**src/rtl/rd_ptr_empty_ctrl.sv**
```systemverilog
// Read-side pointer and empty/status flag generator for an async FIFO.
// Lives entirely in the read clock domain. It takes the Gray write pointer,
// already synchronised to the read clock, and produces the RAM read address,
// the Gray read pointer for the write side, and registered fill status.
module rd_ptr_empty_ctrl #(
    parameter int WIDTH           = 8,
    parameter int ALMOST_EMPTY_TH = 2
) (
    input  logic             i_RD_clk,
    input  logic             i_RD_rst,
    input  logic             i_RD_en,
    input  logic [WIDTH:0]   i_Sync_WR_Ptr,
    output logic [WIDTH-1:0] o_RD_Addr,
    output logic [WIDTH:0]   o_RD_Ptr,
    output logic             o_Empty,
    output logic             o_Almost_Empty,
    output logic [WIDTH:0]   o_RD_Count,
    output logic             o_Underflow
);

    localparam logic [WIDTH:0] AE_TH = (WIDTH+1)'(ALMOST_EMPTY_TH);

    logic [WIDTH:0] r_bin;
    logic [WIDTH:0] r_gray;
    logic           r_empty;
    logic           r_almost_empty;
    logic [WIDTH:0] r_count;
    logic           r_underflow;

    logic           w_rd_acc;
    logic [WIDTH:0] w_bin_next;
    logic [WIDTH:0] w_gray_next;
    logic [WIDTH:0] w_wr_bin;
    logic [WIDTH:0] w_fill;

    // Next pointer values, write-pointer decode and fill level
    always_comb begin
        w_rd_acc    = i_RD_en & ~r_empty;
        w_bin_next  = r_bin + {{WIDTH{1'b0}}, w_rd_acc};
        w_gray_next = w_bin_next ^ (w_bin_next >> 1);
        w_wr_bin    = '0;
        // Each binary bit is the XOR of all Gray bits at and above it.
        for (int i = 0; i <= WIDTH; i++) begin
            w_wr_bin[i] = ^(i_Sync_WR_Ptr >> i);
        end
        // Both pointers are one bit wider than the address, so the modular
        // difference spans 0..2**WIDTH without ambiguity.
        w_fill = w_wr_bin - w_bin_next;
    end

    // Pointer and status registers; flags are evaluated against the
    // post-read pointer so the last read and the empty flag land together.
    always_ff @(posedge i_RD_clk) begin
        if (i_RD_rst) begin
            r_bin          <= '0;
            r_gray         <= '0;
            r_empty        <= 1'b1;
            r_almost_empty <= 1'b1;
            r_count        <= '0;
            r_underflow    <= 1'b0;
        end else begin
            r_bin          <= w_bin_next;
            r_gray         <= w_gray_next;
            r_empty        <= (w_gray_next == i_Sync_WR_Ptr);
            r_almost_empty <= (w_fill <= AE_TH);
            r_count        <= w_fill;
            r_underflow    <= i_RD_en & r_empty;
        end
    end

    assign o_RD_Addr      = r_bin[WIDTH-1:0];
    assign o_RD_Ptr       = r_gray;
    assign o_Empty        = r_empty;
    assign o_Almost_Empty = r_almost_empty;
    assign o_RD_Count     = r_count;
    assign o_Underflow    = r_underflow;

endmodule

```
**config.mk**
```make
export PLATFORM = sky130hd
export DESIGN_NAME = rd_ptr_empty_ctrl
export DESIGN_NICKNAME = d
export VERILOG_FILES = /design/src/rtl/rd_ptr_empty_ctrl.sv
export SDC_FILE = /design/constraint.sdc
export NUM_CORES = 1
export LEC_CHECK = 0
export ABC_AREA = 0
export CAP_MARGIN = 20
export CORE_AREA = 8 8 87 50
export CTS_BUF_LIST = sky130_fd_sc_hd__clkbuf_8
export CTS_CLUSTER_DIAMETER = 100
export DETAILED_ROUTE_END_ITERATION = 16
export DIE_AREA = 0 0 95 58
export GPL_TIMING_DRIVEN = 0
export PLACE_DENSITY_LB_ADDON = 0.08
export SKIP_CTS_REPAIR_TIMING = 1
export SLEW_MARGIN = 0
export SYNTH_ARGS = -nofsm -noshare
export SYNTH_HDL_FRONTEND = slang
export SYNTH_SLANG_ARGS = --single-unit
```
**constraint.sdc**
```tcl
create_clock -name i_RD_clk -period 13.33 [get_ports i_RD_clk]
set_clock_uncertainty 0.15 [all_clocks]
set_input_delay 3.999 -clock i_RD_clk [delete_from_list [all_inputs] [get_ports i_RD_clk]]
set_output_delay 3.999 -clock i_RD_clk [all_outputs]
set_load 0.01 [all_outputs]
```
# Yosys cells after proc, flatten, opt, wreduce, memory -nomap -nowiden
# Cells that the tools add are included.
# Widths: inputs -> output; s select.
# word_totals
reg_bits,30
in_bits,12
out_inout_bits,29
elab_cells,23
# op_classes
add_sub_neg,2
order_cmp,1
eq_ne,1
n_bitwise,4
n_reduce_logical,9
# ops
cell,count
$reduce_xor 9->1,9
$add 9x1->9,1
$eq 9x9->1,1
$le 9x2->1 const B,1
$sub 9x9->9,1
$xor 9x8->9,1
$and 1x1->1,2
$not 1->1,1

# Logic depth before layout (Yosys ltp)
# logic_depth
ltp_word,5
ltp_mapped,16
depth_no_buf,16

# Worst setup path before layout
# Ideal clock, no wire load.
# synth_timing
path_kind,input port to flip-flop
start,input i_Sync_WR_Ptr[6]
end,"register r_almost_empty, in the netlist o_Almost_Empty"
setup_ns,0.088
arrival_time_ns,7.505
required_time_ns,13.092
slack_ns,5.587
stages,16
n_path_buf,0
cell_sequence,xor3_2 -> xor2_1 -> xnor2_1 -> xor2_1 -> xor2_1 -> xnor2_1 -> ha_1 -> inv_1 -> fa_1 -> a21oi_1 -> nand2_1 -> a211o_2 -> a221oi_2 -> xnor2_1 -> nor2_2 -> nor4_2
# synth_between
elab_chain_cells,3
elab_cells_between_ends,9
classes_between,add/sub (1); order compare (1); reduce/logical (7)
# synth_rtl
element,line,text
start: declaration,12,"input logic [WIDTH:0] i_Sync_WR_Ptr,"
$reduce_xor 9->1,44,w_wr_bin[i] = ^(i_Sync_WR_Ptr >> i);
$sub 9x9->9 (*),48,w_fill = w_wr_bin - w_bin_next;
$le 9x2->1 (*),65,r_almost_empty <= (w_fill <= AE_TH);
end signal: assignment,65,
end: declaration,26,logic r_almost_empty;
# Every way passes the cells marked *; elsewhere a longest branch is shown, timed or not.
# A chain may end at the register's enable or synchronous reset.

# Final worst setup path
# Same ends and word-level chain as after synthesis.

==> impl_results.md <==
* Hold path cells at 2
* Setup tns final at 0 ns
* F_max at 120 MHz
* DR DRC count at 0
* Outcome: complete, no violations
* Area delta synth->final at 34.5%
* Row cnt at 15
* Layout cells sized above 1 at 8.72%
* Die span in x at 95 um
* Drt total wl at 3780 um
* Critical path class: input pin to flip-flop
* Critical path startpoint: i_Sync_WR_Ptr[6]
* Largest delay share family, worst path: XOR/XNOR gates
* # IOs at 41
* Total CTS buffers at 5
* Slew @ Worst Pin at 0.714 ns
* Post-DRT Antenna Nets at 0
* Tmin final at 8.33 ns
* Layout Nets at 239
* LEAKAGE at 0.000835 uW
* Filler Cell Count at 256
* Antenna cells at 0
* Worst R2R Start: o_Empty
* FF-to-FF path depth at 13
* Worst VDD drop at 0.000106 V
* Clk_lat worst skew at 0.29 ns
* Via density at 5.10
* Global-route usage over all layers at 14.7%
* Worst min path class: flip-flop to flip-flop
* Worst r2r dst: o_Almost_Empty
* Synth Cell Area at 1610 um2
* Initial Utilization at 50.2%
* Post-Place Cells at 253
* CORE AREA at 3210 um2
* Min-delay src: o_Empty
* Total gr overflow at 0
* Initial antenna violation count at 0
* Port Buffers at 40
* Synthesis-stage register bit count at 29
* Ys flop type: dfxtp_1
* Number of synthesized flops with an enable pin at 0
* Vias in the first global route at 1323
* Clock tree sinks at 29
* RSZ-0062 raised after global routing: no
* Synth async-reset ratio at 0%
* Tot Pwr at 279 uW
* Setup crit start kind: input pin
* Yosys Warn Count at 0
* Critical Path Sink Type: flip-flop
* Post-Syn Instances at 171
* Final setup viols at 0
* Worst-path cell chain: clkdlybuf4s50_1 > xor3_2 > xor2_1 > xnor2_1 > xor2_1 > xor2_1 > xnor2_1 > ha_1 > inv_1 > fa_1 > a21oi_1 > nand2_1 > a211o_2 > a221oi_2 > xnor2_1 > nor2_2 > nor4_2
* Die Span Y at 58 um
* Netlist cell types at 41
* Final period util at 62.5%
* DR iter-0 viols at 21
* Fin util at 67.6%
* CP Buf/Inv Count at 2
* Global-route wire length before repair at 6170 um
* H-tree depth at 2
* PD cells at 129 nW/um2
* Largest net degree at the start of global routing at 11
* DPL Wire Length at 3030 um
* GP Congestion at 0.801
* Wire per inst at 14.5 um
* Maximum fanout along the worst path at 5
* Max stage delay on crit path at 0.50 ns
* Die area at 5510 um2
* Max Cap Violations at 0
* Register area share after synthesis at 36.0%
* Slowest CP cell: clkdlybuf4s50_1
* Detailed Routing Iterations Pass 1 at 4
* R2r setup slk at 9.79 ns
* Final hold violations at 0
* WP data required at 13.38 ns
* Clock root cell: clkbuf_8
* Post-synth net total at 192
* Min-Delay Endpoint: o_Underflow
* CTS max path bufs at 2
* Max_slew headroom at 52.0%
* Syn_area_per_cell at 9.42 um2
* TritonCTS clock tree: yes
* Fin. max-slew vios at 0
* CTS clk-pin slew, worst paths at 0.06 ns
* Non-filler cells in the finished layout at 260
* PnR worst setup slack at 5.00 ns
* Setup Slack @ Placement at 4.71 ns
* Vias at 1326
* Worst path arrival time at 8.37 ns
==> logic make-up after synthesis <==
kind of cell | synth area share, %
and+or+nand+nor | 18.3
muxes | 0.621
xor gates and xnor gates | 25.2
DFF | 36.0
buffers and inverters | 2.25
AOI/OAI and AO/OA | 9.39
adders and majority gates | 8.15
==> state kept, by name, summed over array words and instances (netlist names) <==
register and flops:
o_Underflow 1, o_RD_Ptr 8, o_RD_Count 9, o_Empty 1, r_bin 9, o_Almost_Empty 1
==> cell usage after synthesis, types with 2 or more instances <==
| master | count | area, um2 |
|---|---|---|
| nor2b_1 | 5 | 31.3 |
| nand2_1 | 14 | 52.6 |
| nor3_1 | 3 | 15.0 |
| nand3_1 | 5 | 25.0 |
| ha_1 | 8 | 100 |
| a21oi_1 | 7 | 35.0 |
| nor2_1 | 28 | 105 |
| clkbuf_1 | 2 | 7.51 |
| o21a_1 | 2 | 15.0 |
| xor2_1 | 15 | 131 |
| xnor2_1 | 19 | 166 |
| dfxtp_1 | 29 | 581 |
| or3_1 | 3 | 18.8 |
| inv_1 | 4 | 15.0 |
==> power breakdown <==
part           total [uW]  switching (uW)  internal, uW  leakage (uW)
Clock                86.3            32.1          54.2     0.0000540
Combinational        94.2            45.9          48.3      0.000543
Sequential           98.5            2.40          96.1      0.000237
Total                 279            80.4           199      0.000835
==> cell usage in the layout, fill, tap and decap left out, types with 6 or more instances in the layout <==
| cell | instances |
|---|---|
| a21oi_1 | 7 |
| clkbuf_8 | 6 |
| clkdlybuf4s50_1 | 40 |
| dfxtp_1 | 29 |
| ha_1 | 8 |
| nand2_1 | 14 |
| nor2_1 | 28 |
| xnor2_1 | 19 |
| xor2_1 | 15 |
==> worst register-to-register path, stage by stage (launching register included) <==
cell and delay (ns):
dfxtp_1 0.33, nor2b_1 0.11, ha_1 0.19, ha_1 0.30, xor2_1 0.33, inv_1 0.19
ha_1 0.37, a21oi_1 0.37, nand2_1 0.10, a211o_2 0.37, a221oi_2 0.24, xnor2_1 0.16
nor2_2 0.06, nor4_2 0.19
==> stage by stage <==
stage / hold WS (ns) / instance area [um2]
final: 0.314 / 2170
after global routing: 0.368 / 2170
after CTS: 0.324 / 2170
after detailed placement: 0.311 / 2060
after global placement: 0.291 / 2060
after floorplan: 0.316 / 1610
==> metal layers <==
layer  global-route usage [%]  wire [um]  up-vias
li1                         -          -      668
met1                     17.8       1800      611
met2                     21.9       1580       39
met3                     5.02        323        8
met4                     9.03         75        0
met5                        0          0        -
==> layout make-up <==
class	instances	area [um2]	share of cell area [%]
multi-input combinational	135	995	45.9
sequential	29	581	26.8
timing repair buffer	40	400	18.5
clock buffer	5	68.8	3.17
tap	42	52.6	2.42
clock inverter	2	35.0	1.62
buffer	3	21.3	0.981
inverter	4	15.0	0.692
==> worst max-delay path by stage <==
stage	to	slack [ns]	depth (start not counted)
detailed placement	o_Almost_Empty	4.71	17
CTS	o_Almost_Empty	5.00	17
global route	o_Almost_Empty	4.67	17
finish	o_Almost_Empty	5.00	17
global placement	o_Almost_Empty	4.78	17
floorplan	o_Almost_Empty	5.59	16
Power figures use the tool's default switching activity.
